`src/rtl/sd_dat_pkg.sv`:
```
// Shared definitions for the SD host DAT path: FSM encoding and the CRC16-CCITT step.
package sd_dat_pkg;

  localparam logic [2:0] ST_IDLE       = 3'd0;
  localparam logic [2:0] ST_WAIT_START = 3'd1;
  localparam logic [2:0] ST_DATA       = 3'd2;
  localparam logic [2:0] ST_CRC        = 3'd3;
  localparam logic [2:0] ST_END        = 3'd4;
  localparam logic [2:0] ST_HOLD       = 3'd5;

  localparam logic [15:0] CRC16_POLY = 16'h1021;
  localparam logic [15:0] CRC16_INIT = 16'h0000;

  // One serial CRC16 step, bits fed in line order.
  function automatic logic [15:0] crc16_step(input logic [15:0] c, input logic b);
    logic fb;
    fb = c[15] ^ b;
    return {c[14:0], 1'b0} ^ (fb ? CRC16_POLY : 16'h0000);
  endfunction

endpackage

```
`src/rtl/sd_crc16_serial.sv`:
```
// Bit-serial CRC16-CCITT accumulator; shared between the DAT RX and TX paths.
module sd_crc16_serial
  import sd_dat_pkg::*;
(
  input  logic        clk,
  input  logic        reset,
  input  logic        clear,
  input  logic        shift_en,
  input  logic        in,
  output logic [15:0] crc
);

  logic [15:0] crc_q;

  always_ff @(posedge clk or negedge reset) begin
    if (!reset)        crc_q <= CRC16_INIT;
    else if (clear)    crc_q <= CRC16_INIT;
    else if (shift_en) crc_q <= crc16_step(crc_q, in);
  end

  assign crc = crc_q;

endmodule

```
`src/rtl/dat_rx_deserializer.sv`:
```
// DAT-line receiver: start-bit detect, LSB-first deserialize, CRC16/end-bit check,
// then hand the word and status to the DAT controller over valid/ready.
module dat_rx_deserializer
  import sd_dat_pkg::*;
#(
  parameter int BITS         = 32,
  parameter int BITS_COUNTER = 6,
  parameter int TIMEOUT      = 1024,
  parameter int TO_WIDTH     = 11
) (
  input  logic            clk,
  input  logic            reset,
  input  logic            enable,
  input  logic            in,
  input  logic            ready,
  output logic [BITS-1:0] data,
  output logic            valid,
  output logic            crc_err,
  output logic            end_err,
  output logic            timeout,
  output logic            complete
);

  localparam logic [BITS_COUNTER-1:0] DATA_LAST = BITS_COUNTER'(BITS - 1);
  localparam logic [BITS_COUNTER-1:0] CRC_LAST  = BITS_COUNTER'(15);
  localparam logic [TO_WIDTH-1:0]     TO_LAST   = TO_WIDTH'(TIMEOUT - 1);

  logic [2:0]              state_q, state_d;
  logic [BITS_COUNTER-1:0] cnt_q, cnt_d;
  logic [TO_WIDTH-1:0]     to_q, to_d;
  logic [BITS-1:0]         data_q, data_d;
  logic [15:0]             rx_crc_q, rx_crc_d;
  logic                    valid_q, valid_d;
  logic                    crc_err_q, crc_err_d;
  logic                    end_err_q, end_err_d;
  logic                    to_flag_q, to_flag_d;
  logic                    crc_clear, crc_shift;
  logic [15:0]             crc;
  logic                    hs;

  sd_crc16_serial u_crc (
    .clk      (clk),
    .reset    (reset),
    .clear    (crc_clear),
    .shift_en (crc_shift),
    .in       (in),
    .crc      (crc)
  );

  assign hs = valid_q & ready;

  always_comb begin
    state_d   = state_q;
    cnt_d     = cnt_q;
    to_d      = to_q;
    data_d    = data_q;
    rx_crc_d  = rx_crc_q;
    valid_d   = valid_q;
    crc_err_d = crc_err_q;
    end_err_d = end_err_q;
    to_flag_d = to_flag_q;
    crc_clear = 1'b0;
    crc_shift = 1'b0;
    case (state_q)
      ST_IDLE: begin
        cnt_d = '0;
        to_d  = '0;
        if (enable) state_d = ST_WAIT_START;
      end
      ST_WAIT_START: begin
        if (!enable) begin
          state_d = ST_IDLE;
          to_d    = '0;
        end else if (!in) begin
          state_d   = ST_DATA;
          cnt_d     = '0;
          to_d      = '0;
          rx_crc_d  = CRC16_INIT;
          crc_clear = 1'b1;
        end else if (to_q >= TO_LAST) begin
          state_d   = ST_HOLD;
          to_d      = '0;
          data_d    = '0;
          valid_d   = 1'b1;
          to_flag_d = 1'b1;
        end else begin
          to_d = to_q + 1'b1;
        end
      end
      ST_DATA: begin
        if (!enable) begin
          state_d = ST_IDLE;
          cnt_d   = '0;
        end else begin
          // Shift right so the first bit received lands in data[0] after BITS bits.
          data_d    = {in, data_q[BITS-1:1]};
          crc_shift = 1'b1;
          if (cnt_q >= DATA_LAST) begin
            state_d = ST_CRC;
            cnt_d   = '0;
          end else begin
            cnt_d = cnt_q + 1'b1;
          end
        end
      end
      ST_CRC: begin
        if (!enable) begin
          state_d = ST_IDLE;
          cnt_d   = '0;
        end else begin
          rx_crc_d = {rx_crc_q[14:0], in};
          if (cnt_q >= CRC_LAST) begin
            state_d = ST_END;
            cnt_d   = '0;
          end else begin
            cnt_d = cnt_q + 1'b1;
          end
        end
      end
      ST_END: begin
        if (!enable) begin
          state_d = ST_IDLE;
        end else begin
          end_err_d = ~in;
          crc_err_d = (rx_crc_q != crc);
          valid_d   = 1'b1;
          state_d   = ST_HOLD;
        end
      end
      ST_HOLD: begin
        // enable is deliberately ignored until the word has been taken.
        if (hs) begin
          valid_d   = 1'b0;
          crc_err_d = 1'b0;
          end_err_d = 1'b0;
          to_flag_d = 1'b0;
          state_d   = enable ? ST_WAIT_START : ST_IDLE;
        end
      end
      default: state_d = ST_IDLE;
    endcase
  end

  always_ff @(posedge clk or negedge reset) begin
    if (!reset) begin
      state_q   <= ST_IDLE;
      cnt_q     <= '0;
      to_q      <= '0;
      data_q    <= '0;
      rx_crc_q  <= CRC16_INIT;
      valid_q   <= 1'b0;
      crc_err_q <= 1'b0;
      end_err_q <= 1'b0;
      to_flag_q <= 1'b0;
    end else begin
      state_q   <= state_d;
      cnt_q     <= cnt_d;
      to_q      <= to_d;
      data_q    <= data_d;
      rx_crc_q  <= rx_crc_d;
      valid_q   <= valid_d;
      crc_err_q <= crc_err_d;
      end_err_q <= end_err_d;
      to_flag_q <= to_flag_d;
    end
  end

  assign data     = data_q;
  assign valid    = valid_q;
  assign crc_err  = crc_err_q;
  assign end_err  = end_err_q;
  assign timeout  = to_flag_q;
  assign complete = hs;

endmodule

```
`config.mk`:
```
export PLATFORM = sky130hd
export DESIGN_NAME = dat_rx_deserializer
export DESIGN_NICKNAME = d
export VERILOG_FILES = /design/src/rtl/sd_dat_pkg.sv /design/src/rtl/sd_crc16_serial.sv /design/src/rtl/dat_rx_deserializer.sv
export SDC_FILE = /design/constraint.sdc
export NUM_CORES = 1
export LEC_CHECK = 0
export BUFFER_PORTS_ARGS = -buffer_cell sky130_fd_sc_hd__buf_2
export CORE_ASPECT_RATIO = 1.75
export CORE_UTILIZATION = 45
export CTS_BUF_LIST = sky130_fd_sc_hd__clkbuf_4 sky130_fd_sc_hd__clkbuf_8 sky130_fd_sc_hd__clkbuf_16
export CTS_CLUSTER_DIAMETER = 200
export DETAILED_ROUTE_END_ITERATION = 6
export GPL_TIMING_DRIVEN = 1
export PLACE_DENSITY_LB_ADDON = 0.05
export SLEW_MARGIN = 20
export SYNTH_ARGS = -nofsm -noshare
export SYNTH_HDL_FRONTEND = slang
export SYNTH_HIERARCHICAL = 1
export SYNTH_SLANG_ARGS = --single-unit
```
`constraint.sdc`:
```
create_clock -name clk -period 3.46 [get_ports clk]
set_input_delay 0.692 -clock clk [delete_from_list [all_inputs] [get_ports clk]]
set_output_delay 0.692 -clock clk [all_outputs]
set_load 0.005 [all_outputs]
```
After elaboration in Yosys (flattened, before gate mapping) --
Cells that the tools add are included.
Cells by class: div/mod/pow operators 0, $add $sub $neg 2, multiplexer cells 51, shift operators 0, reductions and logical operators 16, eq/ne operators 18, bitwise gates (word level) 4, magnitude comparators 3, multiply operators 0
Operator list (number):
- $mux W32 | 4
- $mux W16 | 5
- $pmux W32 S2 | 1
- $mux W6 | 6
- $mux W11 | 3
- $pmux W16 S2 | 1
- $mux W3 | 10
- $pmux W6 S4 | 1
- $pmux W11 S2 | 1
- $ne A2 B2 Y1 const B | 9
- $pmux W3 S6 | 1
- $ne A16 B16 Y1 | 1
- $xor A16 B16 Y16 | 1
- $reduce_and A5 Y1 | 3
- $mux W1 | 13
- $mux W13 | 1
- $reduce_bool A2 Y1 | 6
- $add A11 B1 Y11 const B | 1
- $ge A11 B10 Y1 const B | 1
- $add A6 B1 Y6 const B | 1
- $eq A3 B2 Y1 const B | 2
- $eq A3 B3 Y1 const B | 2
- $ge A6 B4 Y1 const B | 1
- $ge A6 B5 Y1 const B | 1
- other kinds (14) | 18
Storage, ports and cells: input port bits 5, logic and storage cells 104, memories kept 0, bits in read-only memories 0, register bits 88, bits in latches 0, RAM bits 0, output and inout port bits 37

Logic depth before layout (Yosys ltp) --
Gate-level depths: netlist (run 1).
depth in word-level cells 5, gate-level depth with buffers 7, gate-level depth less buffers 5

Cells and area by module --
The synthesis (run 1) kept the hierarchy.
By module, submodules not included:
- dat_rx_deserializer | cells each 357, sequential area each 1801.7 µm², area an instance 3636.0 µm², instances 1
- sd_crc16_serial | cells each 58, sequential area each 400.4 µm², area an instance 688.2 µm², instances 1

Worst setup path after synthesis (run 1) --
OpenSTA, ideal clock, no wires.
path kind input to register, start point input port in, end point register u_crc.crc_q[12] (netlist: u_crc/crc[12]), data required time 3.391 ns, stages on the path 6, arrival time 1.885 ns, slack 1.507 ns, path through clkbuf_1 > nand2b_1 > nor2_1 > clkbuf_4 > or4b_1 > nand3_1
RTL lines:
- start, declared | RTL line dat_rx_deserializer.sv:14 | input logic in,
- $mux W1 * | RTL line dat_rx_deserializer.sv:74 | end else if (!in) begin
- $mux W1 * | RTL line dat_rx_deserializer.sv:71 | if (!enable) begin
- $mux W1 * | RTL line dat_rx_deserializer.sv:64 | case (state_q)
- via crc_clear | RTL line dat_rx_deserializer.sv:37 | logic crc_clear, crc_shift;
- $mux W16 / $reduce_bool A2 Y1 (equally long branches)
- end signal, assigned | RTL line sd_crc16_serial.sv:18 | else if (shift_en) crc_q <= crc16_step(crc_q, in);
- end, declared | RTL line sd_crc16_serial.sv:13 | logic [15:0] crc_q;
The timed path passes the listed nets; every way through them passes the cells marked *. The select of a mux whose other input is x is not followed. A chain may end at the register's enable or synchronous reset.

Worst setup path in the final report (run 1) --
start point register state_q[2], end point register state_q[0]
On the way: cells in the longest elaborated chain, start to end 3
Ends and longest elaborated chain:
- start, declared | RTL line dat_rx_deserializer.sv:28 | logic [2:0] state_q, state_d;
- start signal, assigned | RTL line dat_rx_deserializer.sv:156 | state_q <= state_d;
- $eq A3 B1 Y1 (tied with other cells) | RTL line dat_rx_deserializer.sv:64
- $ne A4 B4 Y1 (no source line) (tied with other cells)
- $reduce_and A5 Y1 (no source line)
Several ways; a longest one is shown, not always the timed one.

==> results.toml, run 1 <==
[pwr]
p_sw_mw = 1.04
clkPwrFrac_pct = 31.4
p_leak_nw = 2.22
p_comb_share_pct = 26.9
pwr_density_cell_nw_per_um2 = 645
peakVddDrop_uv = 399
p_seq_share_pct = 41.7
p_total_mw = 3.17
p_sw_share_pct = 32.8
p_int_mw = 2.13

[synthesis]
synth_top_cell_by_area = "dfrtp_1"
synth_most_common_cell = "dfrtp_1"
synthCells = 415
yosys_warnings = 6
synth_edf_count = 0
ys.flop_type = "dfrtp_1"
synth_area_um2 = 4320
yosys_register_bits = 88
ys_top_cells_by_area = "dfrtp_1, mux2i_1, nand2_1"
yosysSeqAreaShare_pct = 50.9
ys_types = 51
synthTopCellsByCount = "dfrtp_1, mux2i_1, nand2_1"
syn_nets = 422
syn_area_per_cell_um2 = 10.4
synth_top_area_share_pct = 50.9
async_flop_share_pct = 100

[clock_tree]
clkSinkCount = 88
cts_tree = "yes"
cts_hold_buf = 0
clk_latency_ns = 0.33
htreeDepth = 3
ctsLongestPathBuffers = 2
ctsResizeCount = 0
cts_buffers = 9
cts_root_buf = "clkbuf_16"
clk_pin_slew_ns = 0.06
postCtsSetupBuffers = 0

[placed_design]
numPortBuffers = 41
hpwlAfterDp_um = 6260
gp_congestion = 0.776

[setup_path]
path_max_fanout = 20
critPathKind = "flip-flop to flip-flop"
reg2reg_from = "state_q[2]$_DFFE_PN0P_"
cp-end-kind = "flip-flop"
critPathArrivalTime_ns = 2.54
startpoint_type = "flip-flop"
worstRegToRegCells = 5
critPathLaunch = "state_q[2]$_DFFE_PN0P_"
rrSetupSlack_ns = 1.14
reg2reg_to = "state_q[0]$_DFFE_PN0P_"
required_ns = 3.68
crit_end = "state_q[0]$_DFFE_PN0P_"

[timing]
drv_slew = 0
period_share_pct = 67.2
setup_viol_count_final = 0
tightest_slew_ns = 0.783
fin_crit_ns = 2.32
slew_headroom_pct = 47.8
finalHoldViolations = 0
fmax_mhz = 430
clock_skew_ns = 0.00576
finalSetupTns_ns = 0
rsz0062_at_grt = "false"

[layout]
utilization_pct = 52.2
drive_gt1_share_pct = 16.2
area_growth_pct = 13.7
fin_nets = 460
antenna_cells = 0

[routing]
drtAntennaViolNets = 0
vias = 3110
drt_iter0_drc = 157
firstDrtPassIters = 4
wl_per_cell_um = 15.3
drc = 0
viasPerCell = 5.36
drt-total-wl_um = 8850

[die]
die_y_um = 132
die-area_um2 = 10000
start_util_pct = 46.0
die_w_um = 76.1
coreArea_um2 = 9410
pin_count = 42
rows = 47

[worst_hold_path]
hold_path.class = "input pin to asynchronous set/reset pin"

[run]
maxCapViolCount = 0

[global_routing]
grt_pass1_wl_um = 14800
grt-ovfl-total = 0
antenna_found_initial = 0
grt_use_total_pct = 18.9
grt_pass1_vias = 2996
grt_max_degree = 64

[status]
outcome = "finished clean"
## flip-flops by register name, indices dropped and copies added, names as in the netlist
name       flops
timeout        1
cnt_q          6
data          32
state_q        3
to_q          11
valid          1
end_err        1
rx_crc_q      16
crc_err        1
u_crc/crc     16
## power groups by stage
stage	logic, mW	clock network, mW	registers [mW]
after floorplan	0.765	0	1.25
after global placement	0.869	0	1.34
after detailed placement	0.870	0	1.34
after CTS	0.872	1.03	1.32
after global routing	0.946	1.07	1.35
final	0.854	0.994	1.32
## per-layer routing
layer / track usage [%] / vias up / share of wire [%]
li1: - / 1509 / -
met1: 22.5 / 1542 / 42
met2: 33.1 / 44 / 53
met3: 3.89 / 15 / 2.5
met4: 7.48 / 0 / 1.9
met5: 0 / - / 0
## layout by cell type, fill, tap and decap left out, types with 3 or more instances in the layout
cell       count
a22o_1        18
o21ai_0        9
xnor2_1       18
nor2_1        27
nand2b_1       8
nand2_1       45
o22ai_1        3
nand3_1       10
a31oi_1        9
inv_1         41
nand4_1        8
a21o_1         3
buf_2         40
mux2i_1       45
dfrtp_1       88
nand3b_1       3
xor2_1         4
a21oi_1       11
buf_4          8
clkbuf_16      9
and3_1         4
a31o_2         3
## worst min-delay path by stage
stage	startpoint	end	slack (ns)
after floorplan	reset	cnt_q[0]$_DFFE_PN0P_	0.40
after global routing	reset	data[18]$_DFFE_PN0P_	0.50
after CTS	reset	to_q[6]$_DFFE_PN0P_	0.47
after global placement	to_q[8]$_DFFE_PN0P_	to_q[8]$_DFFE_PN0P_	0.47
after detailed placement	to_q[8]$_DFFE_PN0P_	to_q[8]$_DFFE_PN0P_	0.47
final	reset	data[18]$_DFFE_PN0P_	0.44
## metrics by stage
stage	instances	hold slack [ns]	area, um^2	setup WS, ns
2_1_floorplan	415	0.396	4320	1.51
3_3_place_gp	564	0.469	4600	1.08
3_5_place_dp	564	0.473	4600	1.02
4_1_cts	580	0.469	4910	1.16
5_1_grt	580	0.502	4910	0.914
6_report	580	0.439	4910	1.14
## worst max-delay path, cell delays in order, from the launching register on
cell and delay (ns):
dfrtp_1 0.60, nand4bb_1 0.34, inv_1 0.37, o21ai_0 0.29
o22ai_1 0.24, mux2_2 0.36
## cell type report
cell class / instances / area (um^2)
clock buffer: 11 / 253
timing repair buffer: 49 / 280
fill: 879 / 4490
sequential: 88 / 2200
inverter: 41 / 154
multi-input combinational: 264 / 1810
clock inverter: 5 / 63.8
tap: 122 / 153
## cells by family after synthesis
kind of cell | share of synthesized area (%)
xor gates and xnor gates | 4.46
AOI/OAI and AO/OA | 11.8
buffers and inverters | 7.38
adders and majority gates | 0.579
muxes | 10.7
DFF | 50.9
and+or+nand+nor | 14.1
(Power assumes the default switching activity.)
==> run 2, diff against run 1 <==
ABC_AREA = 1   (was default)
clock period = 1.9 ns   (was 3.46 ns; I/O delays follow)
==> results.toml, run 2 <==
[timing]
fin_ws_ns = 0.161
setup_viol_count_final = 0
period_share_pct = 91.5
slew_headroom_pct = 70.0
fmax_mhz = 575
fin_crit_ns = 1.74
drv_slew = 0
rsz0062_at_grt = "false"
tightest_slew_ns = 0.450
clock_skew_ns = 0.00663
finalSetupTns_ns = 0
finalHoldViolations = 0

[synthesis]
yosys_warnings = 6
syn_nets = 554
synth_compound_area_share_pct = 9.37
yosysSeqAreaShare_pct = 48.6
yosys_register_bits = 88
ys.flop_type = "dfrtp_1"
syn_area_per_cell_um2 = 8.28
synth-simple-area-share_pct = 26.9
synth_top_cell_by_area = "dfrtp_1"
synthCells = 547
ys_top_cells_by_area = "dfrtp_1, nand2_1, inv_1"
synthMuxAreaShare_pct = 0
synth_edf_count = 0
synth_most_common_cell = "nand2_1"
synth_area_um2 = 4530
synth_xor_area_share_pct = 3.87
async_flop_share_pct = 100
synth_top_area_share_pct = 48.6
yosys.area_share.adder_pct = 0.553
synth_top_family_by_area = "simple AND/OR/NAND/NOR gates"
synthTopCellsByCount = "nand2_1, dfrtp_1, inv_1"
ys_types = 32

[routing]
met1Wirelength_um = 4350
vias = 3729
drt_iter0_drc = 215
highest_layer = "met4"
wl_per_cell_um = 13.8
firstDrtPassIters = 4
route.met2.wl_um = 5260
viasPerCell = 5.14
wl_met3_um = 189
drt-total-wl_um = 10000
drtAntennaViolNets = 0
drc = 0

[layout]
drive_gt1_share_pct = 17.2
area_growth_pct = 15.9
antenna_cells = 0
fin_nets = 602
largest_reg_flops = 32
fin_area_um2 = 5250
final_cell_mix = "nand2_1, dfrtp_1, inv_1, nor2_1, buf_2"
final_common_cell = "nand2_1"

[global_routing]
antenna_found_initial = 0
grt_max_degree = 33
grt_pass1_wl_um = 17100
grt_pass1_vias = 3814
grt_use_total_pct = 20.7
grt-ovfl-total = 0

[setup_path]
critPathLaunch = "state_q[1]$_DFFE_PN0P_"
reg2reg_from = "state_q[1]$_DFFE_PN0P_"
startpoint_type = "flip-flop"
critPathKind = "flip-flop to flip-flop"
required_ns = 2.12
path_max_fanout = 11
critPathArrivalTime_ns = 1.96
cp-end-kind = "flip-flop"

[pwr]
pwr_density_cell_nw_per_um2 = 1270
peakVddDrop_uv = 730
p_leak_nw = 2.63

[die]
die_y_um = 135
die_w_um = 77.8
coreArea_um2 = 9850
rows = 48
pin_count = 42
die-area_um2 = 10500
start_util_pct = 46.0

[clock_tree]
clk_latency_ns = 0.34
ctsLongestPathBuffers = 2
clk_pin_slew_ns = 0.06
htreeDepth = 3
cts_buffers = 9
clkSinkCount = 88
cts_root_buf = "clkbuf_16"
cts_tree = "yes"

[placed_design]
numPortBuffers = 41
gp_congestion = 0.854
pre_cts_slack_ns = 0.126
hpwlAfterDp_um = 6770
dpl_cell_area_um2 = 4890

[worst_hold_path]
hold_path.class = "input pin to flip-flop"
hp-start = "in"

[run]
maxCapViolCount = 0

[status]
outcome = "finished clean"
-- run 2: power breakdown --
part / internal [mW] / leakage (nW) / switching (mW) / total [mW]
combinational: 0.778 / 1.26 / 1.61 / 2.39
clock: 1.19 / 0.155 / 0.750 / 1.94
sequential: 2.12 / 1.22 / 0.216 / 2.34
total: 4.09 / 2.63 / 2.57 / 6.67
-- run 2: cell type report --
type | instances | area, um^2
inverters | 89 | 337
clock buffers | 10 | 239
repair buffers | 58 | 363
well taps | 125 | 156
flip-flops and latches | 88 | 2200
multi-input cells | 349 | 1860
fillers | 949 | 4600
clock inverters | 6 | 92.6
-- run 2: through the flow --
step / hold WS (ns) / instances / power [mW] / util (%)
final: 0.364 / 725 / 6.67 / 53.3
after global routing: 0.377 / 725 / 7.08 / 53.3
after CTS: 0.360 / 724 / 6.69 / 53.1
after detailed placement: 0.361 / 707 / 4.72 / 49.6
after global placement: 0.360 / 707 / 4.70 / 49.6
after floorplan: 0.0844 / 547 / 4.07 / -
-- run 2: worst max-delay path: stages (launching register included) --
cell     delay, ns
dfrtp_1       0.49
inv_2         0.14
nand2_1       0.08
nor2_1        0.14
nand3_1       0.18
inv_1         0.13
inv_1         0.05
nand2_1       0.07
buf_4         0.23
o22ai_1       0.10
-- run 2: worst paths after layout --
| path | end | slack, ns | depth (start not counted) |
|---|---|---|---|
| max | u_crc/crc[10]$_DFFE_PN0P_ | 0.16 | 9 |
| max reg2reg | u_crc/crc[10]$_DFFE_PN0P_ | 0.16 | 9 |
| min in group asynchronous | data[24]$_DFFE_PN0P_ | 0.53 | 2 |
| min reg2reg | timeout$_DFFE_PN0P_ | 0.48 | 2 |
| min | end_err$_DFFE_PN0P_ | 0.36 | 2 |
| max in group asynchronous | rx_crc_q[11]$_DFFE_PN0P_ | 0.85 | 3 |
-- run 2: cells by family (layout without fill, tap and decap cells) --
logic type,after synthesis,after routing
AND/OR/NAND/NOR,266,267
adder cells (fa/ha/maj),2,2
AO/OA/AOI/OAI,60,60
flip-flops,88,88
XOR/XNOR,20,20
buffers and inverters,111,163
-- run 2: per-layer routing --
| layer | up-vias | global-route usage (%) |
|---|---|---|
| met2 | 47 | 37.6 |
| met4 | 0 | 11.0 |
| met3 | 13 | 2.16 |
| li1 | 1863 | - |
| met1 | 1806 | 23.6 |
| met5 | - | 0 |
-- run 2: what timing repair did --
item | in CTS | in global routing
gates resized for setup | 0 | 3
hold endpoints to repair | 8 | 0
hold buffers | 1 | 0
setup endpoints to repair | 0 | 33
setup buffers | 0 | 0
==> run 3, diff against run 2 <==
CORE_MARGIN = 1.5   (was default)
PLACE_DENSITY = 0.66   (was default)
PLACE_DENSITY_LB_ADDON = default   (was 0.05)
==> results.toml, run 3 (synthesized netlist as in run 2, its figures left out) <==
[setup_path]
critPathArrivalTime_ns = 1.99
cp-end-kind = "flip-flop"
required_ns = 2.19
critPathKind = "flip-flop to flip-flop"
path_max_fanout = 19
slowest_delay_ns = 0.38
startpoint_type = "flip-flop"
slowest_stage = "dfrtp_1"
cp_cell_sequence = "ha_1, inv_1, nor2_1, nand3b_1, nand3_4, buf_4, nand4_1, nand2_1"

[routing]
firstDrtPassIters = 4
viasPerCell = 5.14
drtAntennaViolNets = 0
drt_iter0_drc = 264
vias = 3709
drc = 0
wl_per_cell_um = 13.5
drt-total-wl_um = 9760

[die]
start_util_pct = 46.0
die_y_um = 136
pin_count = 42
rows = 48
die-area_um2 = 10700
coreArea_um2 = 9850
die_w_um = 78.8

[pwr]
p_leak_nw = 2.62
p_seq_share_pct = 35.8
p_sw_share_pct = 38.6
clkPwrFrac_pct = 29.1
pwr_density_cell_nw_per_um2 = 1260
p_total_mw = 6.57
p_sw_mw = 2.53
peakVddDrop_uv = 728
p_int_mw = 4.04
p_comb_share_pct = 35.1

[status]
outcome = "finished clean"

[clock_tree]
clkSinkCount = 88
cts_buffers = 9
clk_pin_slew_ns = 0.07
cts_tree = "yes"
cts_root_buf = "clkbuf_16"
htreeDepth = 3
ctsLongestPathBuffers = 2
clk_latency_ns = 0.35

[global_routing]
grt_use_total_pct = 19.5
grt_pass1_wl_um = 16300
grt_pass1_vias = 3577
grt-ovfl-total = 0
antenna_found_initial = 0
grt_max_degree = 54

[worst_hold_path]
hold_path.class = "input pin to flip-flop"

[timing]
rsz0062_at_grt = "false"
finalHoldViolations = 0
setup_viol_count_final = 0
period_share_pct = 89.5
clock_skew_ns = 0.00790
fmax_mhz = 588
tightest_slew_ns = 0.381
finalSetupTns_ns = 0
slew_headroom_pct = 74.5
drv_slew = 0
fin_crit_ns = 1.70

[placed_design]
numPortBuffers = 41
gp_congestion = 0.845
dpl_cell_area_um2 = 4860
dp_cells = 704
hpwlAfterDp_um = 6640

[layout]
final_cell_mix = "nand2_1, dfrtp_1, inv_1, nor2_1, buf_2"
fin_nets = 599
largest_reg_flops = 32
fin_area_um2 = 5220
drive_gt1_share_pct = 17.1
area_growth_pct = 15.3
final_common_cell = "nand2_1"
fin_cells = 722
antenna_cells = 0

[run]
maxCapViolCount = 0
run 3: changes by cell type in the layout (fill, tap and decap cells not counted), sizes merged:
cell and delta:
buf -3, inv +1, clkinv +1, clkinvlp -2
run 3: final cells by class:
| type | instances | area (um^2) |
|---|---|---|
| inverters | 89 | 334 |
| well taps | 125 | 156 |
| fillers | 937 | 4630 |
| clock inverters | 6 | 91.3 |
| multi-input cells | 349 | 1860 |
| clock buffers | 10 | 233 |
| flip-flops and latches | 88 | 2200 |
| repair buffers | 55 | 340 |
run 3: worst max-delay path: cells and delay by family (launching register included):
| kind | cells | cell delay (ns) |
|---|---|---|
| buffers and inverters | 2 | 0.32 |
| flip-flops | 1 | 0.38 |
| AND/OR/NAND/NOR | 5 | 0.77 |
| adder cells (fa/ha/maj) | 1 | 0.18 |
run 3: what timing repair did:
item                                    in CTS  in global routing
resized for setup                            0                  3
hold buffers                                 1                  0
setup buffers                                0                  0
endpoints found under the hold margin       12                  0
endpoints found under the setup margin       0                 67
run 3: metrics by stage:
stage / hold slack [ns] / setup WS [ns] / utilization (%)
after floorplan: 0.0844 / 0.332 / -
after global placement: 0.242 / 0.144 / 49.4
after detailed placement: 0.244 / 0.102 / 49.4
after CTS: 0.359 / 0.0928 / 52.8
after global routing: 0.376 / 0.00360 / 53.0
final: 0.374 / 0.200 / 53.0
run 3: path summary, 6_finish.rpt:
kind	from	end	slack, ns	cells after the start
max in group asynchronous	reset	state_q[1]$_DFFE_PN0P_	0.91	3
max reg2reg	to_q[0]$_DFFE_PN0P_	data[24]$_DFFE_PN0P_	0.20	8
min	in	end_err$_DFFE_PN0P_	0.37	2
min reg2reg	data[0]$_DFFE_PN0P_	data[0]$_DFFE_PN0P_	0.48	2
max	to_q[0]$_DFFE_PN0P_	data[24]$_DFFE_PN0P_	0.20	8
min in group asynchronous	reset	to_q[7]$_DFFE_PN0P_	0.42	2
run 3: per-layer routing:
metal  part of all wire [%]  wire length [um]  vias up  track usage [%]
met5                      0                 0        -                0
met3                    3.7               361       13             4.44
met4                    2.0               191        0             8.58
met2                     52              5110       62             34.0
met1                     42              4100     1787             22.6
li1                       -                 -     1847                -
run 3: power by group through the flow:
| stage | Combinational [mW] | Sequential [mW] | Clock [mW] |
|---|---|---|---|
| detailed placement | 2.25 | 2.38 | 0 |
| floorplan | 1.74 | 2.32 | 0 |
| CTS | 2.27 | 2.35 | 1.97 |
| global route | 2.57 | 2.39 | 2.04 |
| finish | 2.31 | 2.35 | 1.91 |
| global placement | 2.22 | 2.37 | 0 |
